### config.mk
export PLATFORM = sky130hd
export DESIGN_NAME = rx_frame_ctrl
export DESIGN_NICKNAME = d
export VERILOG_FILES = /design/src/rtl/rx_frame_ctrl.sv
export SDC_FILE = /design/constraint.sdc
export NUM_CORES = 1
export LEC_CHECK = 0
export BUFFER_PORTS_ARGS = -buffer_cell sky130_fd_sc_hd__buf_2
export CORE_MARGIN = 5
export CORE_UTILIZATION = 25
export DETAILED_ROUTE_END_ITERATION = 6
export GPL_ROUTABILITY_DRIVEN = 0
export HOLD_SLACK_MARGIN = 0.15
export PLACE_DENSITY = 0.42
export SLEW_MARGIN = 40
export SYNTH_ARGS = -nofsm -noshare
export SYNTH_HDL_FRONTEND = slang
export SYNTH_SLANG_ARGS = --single-unit
export TNS_END_PERCENT = 5
### constraint.sdc
create_clock -name Clk -period 3.4 [get_ports Clk]
set_input_delay 0.34 -clock Clk [delete_from_list [all_inputs] [get_ports Clk]]
set_output_delay 0.34 -clock Clk [all_outputs]
set_load 0.02 [all_outputs]
### src/rtl/rx_frame_ctrl.sv
// +----------------------------------------------------------------------------+
// | rx_frame_ctrl: OFDM RX sequencer (preamble skip, CP strip, FFT framing)   |
// | Optional watchdog: define RX_FRAME_CTRL_TIMEOUT_EN   Revision: 1.0         |
// +----------------------------------------------------------------------------+
`default_nettype none

module rx_frame_ctrl #(
  parameter int PRE_LEN   = 160,
  parameter int CP_LEN    = 16,
  parameter int FFT_LEN   = 64,
  parameter int GUARD_LEN = 32
`ifdef RX_FRAME_CTRL_TIMEOUT_EN
  , parameter int TIMEOUT = 1024
`endif
) (
  input  logic       Clk,
  input  logic       Rst_n,
  input  logic       det_frame_en,
  input  logic       in_vld,
  input  logic [7:0] in_r,
  input  logic [7:0] in_i,
  input  logic [7:0] cfg_sym_num,
  output logic       fft_vld,
  output logic [7:0] fft_r,
  output logic [7:0] fft_i,
  output logic       fft_start,
  output logic       fft_last,
  output logic [7:0] sym_idx,
  output logic       frame_busy,
  output logic       frame_done,
  output logic       err_overrun,
  output logic       err_timeout
);

  typedef enum logic [2:0] {
    S_IDLE     = 3'd0,
    S_SKIP_PRE = 3'd1,
    S_CP       = 3'd2,
    S_DATA     = 3'd3,
    S_GUARD    = 3'd4
  } state_t;

  localparam logic [7:0] C_PRE_LAST   = 8'(PRE_LEN - 1);
  localparam logic [7:0] C_CP_LAST    = 8'(CP_LEN - 1);
  localparam logic [7:0] C_FFT_LAST   = 8'(FFT_LEN - 1);
  localparam logic [7:0] C_GUARD_LAST = 8'(GUARD_LEN - 1);

  state_t     state_q;
  logic       prev_q;
  logic [7:0] samp_cnt_q;
  logic [7:0] sym_tot_q;
  logic [7:0] sym_idx_q;
  logic       busy_q;
  logic       fft_vld_q;
  logic [7:0] fft_r_q;
  logic [7:0] fft_i_q;
  logic       fft_start_q;
  logic       fft_last_q;
  logic       done_q;
  logic       overrun_q;
  logic       w_rise;

  assign w_rise = det_frame_en & ~prev_q;

`ifdef RX_FRAME_CTRL_TIMEOUT_EN
  localparam int C_WD_W = $clog2(TIMEOUT + 1);
  localparam logic [C_WD_W-1:0] C_WD_LAST = C_WD_W'(TIMEOUT - 1);
  logic              timeout_q;
  logic [C_WD_W-1:0] wd_q;
`endif

  always_ff @(posedge Clk or negedge Rst_n) begin
    if (!Rst_n) begin
      state_q     <= S_IDLE;
      prev_q      <= 1'b0;
      samp_cnt_q  <= 8'd0;
      sym_tot_q   <= 8'd0;
      sym_idx_q   <= 8'd0;
      busy_q      <= 1'b0;
      fft_vld_q   <= 1'b0;
      fft_r_q     <= 8'd0;
      fft_i_q     <= 8'd0;
      fft_start_q <= 1'b0;
      fft_last_q  <= 1'b0;
      done_q      <= 1'b0;
      overrun_q   <= 1'b0;
`ifdef RX_FRAME_CTRL_TIMEOUT_EN
      timeout_q   <= 1'b0;
      wd_q        <= '0;
`endif
    end else begin
      prev_q      <= det_frame_en;
      fft_vld_q   <= 1'b0;
      fft_start_q <= 1'b0;
      fft_last_q  <= 1'b0;
      done_q      <= 1'b0;
      overrun_q   <= w_rise && (state_q != S_IDLE);

      case (state_q)
        S_IDLE: begin
          if (w_rise) begin
            sym_tot_q  <= cfg_sym_num;
            sym_idx_q  <= 8'd0;
            busy_q     <= 1'b1;
            state_q    <= S_SKIP_PRE;
            // A sample coincident with the edge is preamble sample 0.
            samp_cnt_q <= in_vld ? 8'd1 : 8'd0;
          end
        end

        S_SKIP_PRE: begin
          if (in_vld) begin
            if (samp_cnt_q == C_PRE_LAST) begin
              samp_cnt_q <= 8'd0;
              if (sym_tot_q == 8'd0) begin
                done_q  <= 1'b1;
                state_q <= S_GUARD;
              end else begin
                state_q <= S_CP;
              end
            end else begin
              samp_cnt_q <= samp_cnt_q + 8'd1;
            end
          end
        end

        S_CP: begin
          if (in_vld) begin
            if (samp_cnt_q == C_CP_LAST) begin
              samp_cnt_q <= 8'd0;
              state_q    <= S_DATA;
            end else begin
              samp_cnt_q <= samp_cnt_q + 8'd1;
            end
          end
        end

        S_DATA: begin
          if (in_vld) begin
            fft_vld_q   <= 1'b1;
            fft_r_q     <= in_r;
            fft_i_q     <= in_i;
            fft_start_q <= (samp_cnt_q == 8'd0);
            fft_last_q  <= (samp_cnt_q == C_FFT_LAST);
            if (samp_cnt_q == C_FFT_LAST) begin
              samp_cnt_q <= 8'd0;
              if (sym_idx_q == sym_tot_q - 8'd1) begin
                done_q  <= 1'b1;
                state_q <= S_GUARD;
              end else begin
                sym_idx_q <= sym_idx_q + 8'd1;
                state_q   <= S_CP;
              end
            end else begin
              samp_cnt_q <= samp_cnt_q + 8'd1;
            end
          end
        end

        S_GUARD: begin
          // Hold-off counts clock cycles, not samples.
          if (samp_cnt_q == C_GUARD_LAST) begin
            samp_cnt_q <= 8'd0;
            busy_q     <= 1'b0;
            state_q    <= S_IDLE;
          end else begin
            samp_cnt_q <= samp_cnt_q + 8'd1;
          end
        end

        default: begin
          samp_cnt_q <= 8'd0;
          state_q    <= S_IDLE;
        end
      endcase

`ifdef RX_FRAME_CTRL_TIMEOUT_EN
      timeout_q <= 1'b0;
      if ((state_q == S_SKIP_PRE) || (state_q == S_CP) || (state_q == S_DATA)) begin
        if (in_vld) begin
          wd_q <= '0;
        end else if (wd_q == C_WD_LAST) begin
          // Abort overrides the sequencing above; no frame_done on this path.
          wd_q       <= '0;
          timeout_q  <= 1'b1;
          fft_vld_q  <= 1'b0;
          done_q     <= 1'b0;
          samp_cnt_q <= 8'd0;
          state_q    <= S_GUARD;
        end else begin
          wd_q <= wd_q + 1'b1;
        end
      end else begin
        wd_q <= '0;
      end
`endif
    end
  end

  assign fft_vld     = fft_vld_q;
  assign fft_r       = fft_r_q;
  assign fft_i       = fft_i_q;
  assign fft_start   = fft_start_q;
  assign fft_last    = fft_last_q;
  assign sym_idx     = sym_idx_q;
  assign frame_busy  = busy_q;
  assign frame_done  = done_q;
  assign err_overrun = overrun_q;

`ifdef RX_FRAME_CTRL_TIMEOUT_EN
  assign err_timeout = timeout_q;
`else
  assign err_timeout = 1'b0;
`endif

endmodule

`default_nettype wire

==> results of run 1 <==
[layout make-up]
| type | instances | area (µm²) |
|---|---|---|
| Clock buffer | 6 | 82.6 |
| Clock inverter | 2 | 60.1 |
| Fill cell | 1127 | 7440 |
| Inverter | 9 | 43.8 |
| Multi-Input combinational cell | 212 | 1300 |
| Sequential cell | 50 | 1250 |
| Tap cell | 140 | 175 |
| Timing Repair Buffer | 63 | 338 |
[placed cells by master, fill, tap and decap left out, drive strengths merged, types with 2 or more instances in the layout]
master,synthesis,routed
dfrtp,50,50
xnor2,8,8
a32o,2,2
a21o,3,3
o21ai,13,13
nor2,15,15
o31ai,3,3
or4,3,3
inv,7,7
mux2,7,7
ha,4,4
xor2,3,3
clkinv,2,2
nand4,5,5
nand2b,3,3
o21bai,3,3
dlygate4sd3,0,2
nand3b,2,2
bufinv,0,2
and3,6,6
or2,4,4
nor3,9,9
nand3,4,4
a211oi,6,6
o211ai,2,2
and4b,2,2
mux2i,2,2
nor4,2,2
buf,10,61
a21oi,12,12
nand2,68,68
clkbuf,5,6
or3,6,6
[layer usage]
layer	GRT usage	up-vias	part of all wire	wire, µm
met2	0.170	50	0.46	3110
met3	0.0286	7	0.053	363
met1	0.152	1096	0.48	3260
li1	-	1104	-	-
met4	0.0277	0	0.010	71
met5	0	-	0	0
[where the power goes]
group          internal, mW  total, mW  switching, mW  leakage [nW]
clock                 0.314      0.522          0.208        0.0714
combinational         0.135      0.331          0.196         0.853
sequential            0.678      0.770         0.0914         0.622
total                  1.13       1.62          0.495          1.55
[worst max-delay path: stages, from the launching register on]
cell and delay [ns]:
dfrtp_1 0.55, nand2b_4 0.22, or2_1 0.54, clkinv_4 0.33, nand4_4 0.21, clkinv_4 0.09
a32o_1 0.22, or2_1 0.23
[metrics by stage]
stage                     instance area [µm²]  worst slack [ns]
after floorplan                          2700              1.22
after global placement                   3090             0.825
after detailed placement                 3090             0.854
after CTS                                3240             0.820
after global routing                     3250             0.642
final                                    3250             0.898
[registers in the layout, summed over array words and instances, names as in the netlist, 3 cells and up]
name        flops
fft_i           8
fft_r           8
samp_cnt_q      8
state_q         3
sym_idx         8
sym_tot_q       8
[cells by family after synthesis]
group	after synthesis	share of synthesized area
fa+ha+maj	4	0.0186
flops	50	0.464
buf+inv	24	0.0533
compound gates	50	0.127
simple gates	137	0.263
mux	9	0.0366
other cells	1	0.00139
xor+xnor	11	0.0357
[worst min path at each step]
stage,startpoint,to,slack (ns),cells after the start
after floorplan,Rst_n,err_overrun$_DFF_PN0_,0.04,0
after global placement,fft_i[0]$_DFFE_PN0P_,fft_i[0]$_DFFE_PN0P_,0.46,2
after detailed placement,Rst_n,sym_idx[1]$_DFFE_PN0P_,0.35,1
after CTS,det_frame_en,prev_q$_DFF_PN0_,0.15,1
after global routing,in_i[4],fft_i[4]$_DFFE_PN0P_,0.20,3
final,in_r[7],fft_r[7]$_DFFE_PN0P_,0.22,3
==> metrics.md, run 1 <==
| Metric | Value |
|---|---|
| Status | `completed` |
| Most common cell in the synthesized netlist | `nand2_1` |
| Synth warn | `0` |
| Tot GR Track Use | `0.109` |
| Async set or reset register ratio after synthesis | `1.00` |
| Setup slack, reg-to-reg | `0.90 ns` |
| Slew @ Worst Pin | `0.669 ns` |
| Post-synth EDFFs | `0` |
| Final nets | `373` |
| Crit path time final | `2.50 ns` |
| Pwr/cell area | `499 nW/µm²` |
| Maximum vdd drop | `0.239 mV` |
| Mapped Nets | `318` |
| Final Routed Wirelength | `6810 µm` |
| CP Launch Point | `state_q[2]$_DFFE_PN0P_` |
| Final TNS setup | `0 ns` |
| Initial DRT Pass Iterations | `4` |
| I/O pins | `59` |
| Clock Path Buffers | `2` |
| Detailed placer's ending HPWL | `4880 µm` |
| Cts hold-fix bufs | `1` |
| Leak | `1.55 nW` |
| Pwr Total | `1.62 mW` |
| Initial antenna violation count | `0` |
| Worst Path Arrival | `2.69 ns` |
| MaxCap Viol Count | `0` |
| Top-area cell type share of the netlist area | `0.464` |
| Core Area | `10700 µm²` |
| Worst setup EP type | `flip-flop` |
| Worst-path clk slew | `0.10 ns` |
| Post-CTS setup buffers | `0` |
| Ys flop type | `dfrtp_1` |
| Root Driver | `clkbuf_8` |
| Area delta synth->final | `20.6%` |
| Seq/Total Area, Yosys | `0.464` |
| Startpoint Class | `flip-flop` |
| Cts repair resizes | `0` |
| Chip width | `114 µm` |
| TritonCTS clock tree | `yes` |
| Hold Crit Class | `in -> reg` |
| Max Clk Rate | `0.400 GHz` |
| Die area | `13000 µm²` |
| Buffers added on ports | `57` |
| Vias in the first global route | `2217` |
| Mean Syn Cell Area | `9.43 µm²` |
| Height of the die | `114 µm` |
| Most area-consuming cells after synthesis | `dfrtp_1 (46%), nand2_1 (9.2%), xnor2_1 (2.6%)` |
| Inst Count DP | `472` |
| Critical R2R Capture | `state_q[2]$_DFFE_PN0P_` |
| Via count | `2257` |
| Post-Synthesis Cells | `286` |
| Total grt overflow | `0` |
| Cells on worst reg2reg path | `7` |
| Critical Path RT | `3.59 ns` |
| Inserted Clock Buffers | `5` |
| Clock Sinks | `50` |
| Synthesized flop and latch total | `50` |
| Ant. Diodes | `0` |
| Synthesized cell area | `2700 µm²` |
| Crit Reg-Reg Startpoint | `state_q[2]$_DFFE_PN0P_` |
| Tcrit/Tclk final | `0.736` |
| Post-DR wirelength/cell | `14.1 µm` |
| Setup-failing EPs final | `0` |
| Final Non-Filler Cells | `482` |
| Initial core utilization | `0.252` |
| DRC errors left | `0` |
| First-pass GRT wire length | `11400 µm` |
| Rel. slew slack | `0.554` |
| Iter 0 DRT Violations | `159` |
| Pin count of the biggest net entering global routing | `35` |
| Site row count | `38` |
| Clk_lat worst skew | `0.30 ns` |
| Worst setup path end | `state_q[2]$_DFFE_PN0P_` |
| RSZ-0062 raised after global routing | `no` |
| Hold WS | `0.216 ns` |
| Worst Clk Skew | `0.00796 ns` |
| Critical path peak fanout | `19` |
| Vias per cell | `4.68` |
| Htree depth | `2` |
| Antenna viol nets, final | `0` |
| Cell taking the most area after synthesis | `dfrtp_1` |
| Commonest cells post-synth | `nand2_1 (66), dfrtp_1 (50), nor2_1 (15)` |
| Layout cells sized above 1 | `0.254` |
| Critical path type | `reg -> reg` |
| Slew Limit Fails | `0` |
| Final hold viol count | `0` |
| Count of different cell masters after synthesis | `57` |
| Post-layout utilization of the core | `0.304` |
(Power assumes the default switching activity.)
==> run 2: changes to the inputs <==
Settings changed: ABC_AREA from default to 1, PLACE_DENSITY 0.42 to 0.44.
Clock period 3.4 ns to 2.2 ns, I/O delays scaled along.
==> metrics.md, run 2 <==
| Metric | Value |
|---|---|
| Status | `completed` |
| Total grt overflow | `0` |
| Critical path peak fanout | `10` |
| Sw frac | `0.234` |
| Worst Clk Skew | `0.00365 ns` |
| Clk_lat worst skew | `0.30 ns` |
| Pin count of the biggest net entering global routing | `26` |
| Leak | `1.78 nW` |
| Most common cell in the synthesized netlist | `nand2_1` |
| RSZ-0062 raised after global routing | `no` |
| Slew @ Worst Pin | `0.622 ns` |
| Mapped Nets | `365` |
| Synth warn | `0` |
| Ys flop type | `dfrtp_1` |
| Top-area cell type share of the netlist area | `0.478` |
| Hold Crit Class | `in -> reg` |
| Clock share of power | `0.384` |
| Synthesized cell area | `2620 µm²` |
| Initial antenna violation count | `0` |
| DRC errors left | `0` |
| Switching power | `408 µW` |
| Post-layout utilization of the core | `0.333` |
| Seq/Total Area, Yosys | `0.478` |
| Worst-path clk slew | `0.10 ns` |
| Antenna viol nets, final | `0` |
| MaxCap Viol Count | `0` |
| Critical Path RT | `2.40 ns` |
| Max Clk Rate | `0.512 GHz` |
| Worst Path Arrival | `2.15 ns` |
| Chip width | `112 µm` |
| Rel. slew slack | `0.585` |
| Clock Sinks | `50` |
| Via count | `2328` |
| Logic pwr share | `0.074` |
| Area delta synth->final | `30.6%` |
| Final nets | `450` |
| Most common cell after layout, fill and taps aside | `nand2_1` |
| Pwr/cell area | `510 nW/µm²` |
| Initial DRT Pass Iterations | `4` |
| Synthesized flop and latch total | `50` |
| Detailed placer's ending HPWL | `5060 µm` |
| Layout cells sized above 1 | `0.232` |
| Root Driver | `clkbuf_8` |
| Site row count | `37` |
| Worst setup EP type | `flip-flop` |
| P_int | `1.34 mW` |
| Startpoint Class | `flip-flop` |
| Cell taking the most area after synthesis | `dfrtp_1` |
| Post-CTS setup buffers | `0` |
| Flop pwr share | `0.542` |
| Most area-consuming cells after synthesis | `dfrtp_1 (48%), nand2_1 (17%), nor2_1 (4.9%)` |
| Critical path type | `reg -> reg` |
| Htree depth | `2` |
| Final hold viol count | `0` |
| Post-Synthesis Cells | `333` |
| Height of the die | `112 µm` |
| Number of fill cells | `1107` |
| Ant. Diodes | `0` |
| Core Area | `10300 µm²` |
| Initial core utilization | `0.255` |
| Final Routed Wirelength | `6710 µm` |
| Tot GR Track Use | `0.107` |
| Mean Syn Cell Area | `7.86 µm²` |
| Inserted Clock Buffers | `5` |
| Crit path time final | `1.95 ns` |
| Die area | `12600 µm²` |
| Slew Limit Fails | `0` |
| Post-DR wirelength/cell | `12.1 µm` |
| Setup-failing EPs final | `0` |
| Iter 0 DRT Violations | `128` |
| Tcrit/Tclk final | `0.887` |
| Post-synth EDFFs | `0` |
| TritonCTS clock tree | `yes` |
| Vias in the first global route | `2332` |
| Maximum vdd drop | `0.258 mV` |
| Buffers added on ports | `57` |
| I/O pins | `59` |
| Count of different cell masters after synthesis | `34` |
| Clock Path Buffers | `2` |
| Vias per cell | `4.19` |
| First-pass GRT wire length | `11200 µm` |
| Commonest cells after routing, fill and taps aside | `nand2_1 (118), buf_2 (57), dfrtp_1 (50), nor2_1 (33), inv_1 (26)` |
| Commonest cells post-synth | `nand2_1 (118), dfrtp_1 (50), nor2_1 (34)` |
| Async set or reset register ratio after synthesis | `1.00` |
| Final TNS setup | `0 ns` |
-- run 2: changes by cell type in the layout (fill, tap and decap cells not counted), moves of 5 or more --
cell           delta
nand2_1          +52
nand3_1          +21
dlygate4sd3_1    +20
inv_1            +19
nor2_1           +18
a21oi_1           -6
inv_2             +6
or3_1             -6
and3_1            -5
nor2_2            +5
-- run 2: final timing paths --
kind	end	depth (start not counted)	slack, ns	start
setup / recovery	sym_idx[5]$_DFFE_PN0P_	14	0.25	sym_tot_q[0]$_DFFE_PN0P_
hold / removal	sym_tot_q[1]$_DFFE_PN0P_	3	0.16	cfg_sym_num[1]
setup reg to reg	sym_idx[5]$_DFFE_PN0P_	14	0.25	sym_tot_q[0]$_DFFE_PN0P_
hold reg to reg	err_overrun$_DFF_PN0_	1	0.46	prev_q$_DFF_PN0_
max in group asynchronous	fft_r[1]$_DFFE_PN0P_	3	1.08	Rst_n
min in group asynchronous	sym_tot_q[3]$_DFFE_PN0P_	2	0.45	Rst_n
-- run 2: logic make-up (layout without fill, tap and decap cells) --
family	after synthesis	in the layout	share of synthesized area
xor+xnor	11	11	0.0368
simple gates	204	204	0.347
compound gates	20	20	0.0406
other cells	1	1	0.00143
mux	4	4	0.0172
fa+ha+maj	4	4	0.0191
buf+inv	39	125	0.0602
flops	50	50	0.478
-- run 2: critical path, stage by stage, from the launching register on --
cell and delay (ns):
dfrtp_1 0.42, inv_1 0.13, ha_2 0.29, nand2_1 0.06
inv_1 0.04, nor2_1 0.07, nand2_1 0.05, nor2_1 0.09
nand3_1 0.09, nor2_2 0.13, nand3_2 0.11, nand2_4 0.15
nand2_4 0.09, nand2_1 0.07, nand2_1 0.04
-- run 2: power groups by stage --
stage	registers (mW)	logic, mW	clock network (mW)
3_5_place_dp	0.962	0.104	0
4_1_cts	0.944	0.133	0.701
5_1_grt	0.947	0.145	0.730
2_1_floorplan	0.982	0.0169	0
6_report	0.944	0.129	0.669
3_3_place_gp	0.962	0.103	0
-- run 2: timing repair --
action                                  in CTS  in global routing
endpoints found under the setup margin       0                  6
resized for setup                            0                  2
hold endpoints to repair                    44                  0
hold buffers                                22                  0
-- run 2: cell type report --
type                       count  area, µm²  share of cell area
clock inverter                 3       45.0              0.0132
timing repair buffer          84        543               0.159
sequential                    50       1250               0.366
clock buffer                   5       68.8              0.0201
tap                          136        170              0.0498
inverter                      33        126              0.0370
multi-input combinational    244       1210               0.355
-- run 2: metrics by stage --
step	total power [mW]	hold slack, ns	cell area, µm²	instances	worst slack (ns)
6_report	1.74	0.160	3420	555	0.248
5_1_grt	1.82	0.175	3420	555	0.0223
4_1_cts	1.78	0.152	3410	555	0.209
3_5_place_dp	1.07	0.274	3080	525	0.236
3_3_place_gp	1.06	0.274	3080	525	0.314
2_1_floorplan	0.999	-0.0756	2620	333	0.446
-- run 2: metal layers --
layer / vias to the layer above / global-route usage / routed length, µm
li1: 1210 / - / -
met1: 1068 / 0.143 / 3200
met2: 48 / 0.181 / 3170
met3: 2 / 0.0226 / 315
met4: 0 / 0.0200 / 23
met5: - / 0 / 0
==> run 3: changes to the inputs <==
Settings changed: PLACE_DENSITY 0.44 to 0.42.
Clock period 2.2 ns to 2.3 ns, I/O delays scaled along.
==> metrics.md, run 3 (synthesized netlist as in run 2, its figures left out) <==
| Metric | Value |
|---|---|
| Slew Limit Fails | `0` |
| Most common cell after layout, fill and taps aside | `nand2_1` |
| TritonCTS clock tree | `yes` |
| Leak | `1.78 nW` |
| Inserted Clock Buffers | `5` |
| Root Driver | `clkbuf_8` |
| CP max stage delay | `0.42 ns` |
| Crit Reg-Reg Startpoint | `sym_tot_q[0]$_DFFE_PN0P_` |
| Setup-failing EPs final | `0` |
| Hold WS | `0.162 ns` |
| Layout cells sized above 1 | `0.221` |
| Worst-path clk slew | `0.10 ns` |
| Setup slack, reg-to-reg | `0.34 ns` |
| Ant. Diodes | `0` |
| Vias per cell | `4.24` |
| Pwr Total | `1.68 mW` |
| Max Clk Rate | `0.509 GHz` |
| RSZ-0062 raised after global routing | `no` |
| Site row count | `37` |
| Critical Path RT | `2.51 ns` |
| Delay-heaviest family, CP | `simple AND/OR/NAND/NOR gates` |
| Rel. slew slack | `0.665` |
| Cells on worst reg2reg path | `13` |
| Worst setup EP type | `flip-flop` |
| Detailed placer's ending HPWL | `4970 µm` |
| Worst setup path end | `sym_idx[7]$_DFFE_PN0P_` |
| Status | `completed` |
| Final TNS setup | `0 ns` |
| Critical path type | `reg -> reg` |
| CP Launch Point | `sym_tot_q[0]$_DFFE_PN0P_` |
| Iter 0 DRT Violations | `81` |
| Final nets | `448` |
| Critical path peak fanout | `10` |
| Startpoint Class | `flip-flop` |
| Die area | `12600 µm²` |
| Via count | `2346` |
| Tot GR Track Use | `0.110` |
| Worst Clk Skew | `0.00543 ns` |
| Slew @ Worst Pin | `0.502 ns` |
| Antenna viol nets, final | `0` |
| Height of the die | `112 µm` |
| Tcrit/Tclk final | `0.854` |
| Area delta synth->final | `30.4%` |
| Initial core utilization | `0.255` |
| Maximum vdd drop | `0.222 mV` |
| Chip width | `112 µm` |
| Vias in the first global route | `2387` |
| Post-layout utilization of the core | `0.332` |
| MaxCap Viol Count | `0` |
| Critical R2R Capture | `sym_idx[7]$_DFFE_PN0P_` |
| Total grt overflow | `0` |
| Initial antenna violation count | `0` |
| Pwr/cell area | `492 nW/µm²` |
| DRC errors left | `0` |
| Pin count of the biggest net entering global routing | `32` |
| Critical path, cell by cell | `inv_1 -> ha_1 -> nand2_1 -> inv_1 -> nand3_1 -> nand3_1 -> nand3_1 -> nor2_1 -> nand3_2 -> nand2_4 -> nand2_4 -> nand2_1 -> nand2_1` |
| Buffers added on ports | `57` |
| Crit path time final | `1.96 ns` |
| Slowest CP cell | `dfrtp_1` |
| Initial DRT Pass Iterations | `4` |
| Final Routed Wirelength | `6670 µm` |
| CP Buf/Inv Count | `2` |
| Clk_lat worst skew | `0.31 ns` |
| Cts repair resizes | `0` |
| I/O pins | `59` |
| Clock Path Buffers | `2` |
| Core Area | `10300 µm²` |
| Instance count on the critical path | `13` |
| Commonest cells after routing, fill and taps aside | `nand2_1 (118), buf_2 (57), dfrtp_1 (50), nor2_1 (34), inv_1 (26)` |
| Htree depth | `2` |
| First-pass GRT wire length | `11400 µm` |
| Post-DR wirelength/cell | `12.1 µm` |
| Worst Path Arrival | `2.18 ns` |
| Clock Sinks | `50` |
| Hold Crit Class | `in -> reg` |
| Final hold viol count | `0` |
[run 3: changes by cell type in the layout (fill, tap and decap cells not counted)]
cell,delta
nor2_2,-1
buf_12,+1
ha_2,-1
ha_1,+1
buf_4,-4
dlygate4sd3_1,+1
nor2_1,+1
[run 3: repair_timing]
action,4_1_cts,5_1_grt
endpoints found under the hold margin,41,0
buffers inserted,0,0
hold buffers,23,0
[run 3: cell type report]
type,instances,area [µm²]
clock buffer,5,68.8
clock inverter,3,45.0
fill,1122,6860
inverter,33,126
multi-input combinational,244,1210
sequential,50,1250
tap,136,170
timing repair buffer,82,543
[run 3: per-layer routing]
| metal | vias up | global-route usage | share of wire |
|---|---|---|---|
| met3 | 9 | 0.0226 | 0.041 |
| li1 | 1209 | - | - |
| met4 | 0 | 0.0313 | 0.012 |
| met5 | - | 0 | 0 |
| met2 | 44 | 0.192 | 0.49 |
| met1 | 1084 | 0.137 | 0.46 |
[run 3: worst min path at each step]
stage	startpoint	endpoint	slack (ns)	cells past startpoint
after CTS	cfg_sym_num[2]	sym_tot_q[2]$_DFFE_PN0P_	0.15	3
after detailed placement	Rst_n	sym_tot_q[2]$_DFFE_PN0P_	0.24	1
after global routing	cfg_sym_num[2]	sym_tot_q[2]$_DFFE_PN0P_	0.17	3
after floorplan	Rst_n	err_overrun$_DFF_PN0_	-0.07	0
final	cfg_sym_num[3]	sym_tot_q[3]$_DFFE_PN0P_	0.16	3
after global placement	Rst_n	sym_tot_q[2]$_DFFE_PN0P_	0.23	1
[run 3: through the flow]
stage                     cells  setup WS, ns  cell area, µm²
after global placement      522         0.408            3070
final                       553         0.335            3410
after global routing        553        0.0914            3410
after CTS                   553         0.316            3410
after detailed placement    522         0.337            3070
after floorplan             333         0.546            2620
[run 3: power by group]
group / leakage, nW / switching, mW / total (mW) / internal, mW
Combinational: 1.09 / 0.0653 / 0.126 / 0.0610
Clock: 0.0504 / 0.327 / 0.651 / 0.324
Sequential: 0.632 / 0.00823 / 0.903 / 0.894
[run 3: worst register-to-register path: stages (launching register included)]
cell and delay, ns:
dfrtp_1 0.42, inv_1 0.14, ha_1 0.25, nand2_1 0.10, inv_1 0.06, nand3_1 0.09, nand3_1 0.10, nand3_1 0.06
nor2_1 0.16, nand3_2 0.13, nand2_4 0.15, nand2_4 0.09, nand2_1 0.07, nand2_1 0.05
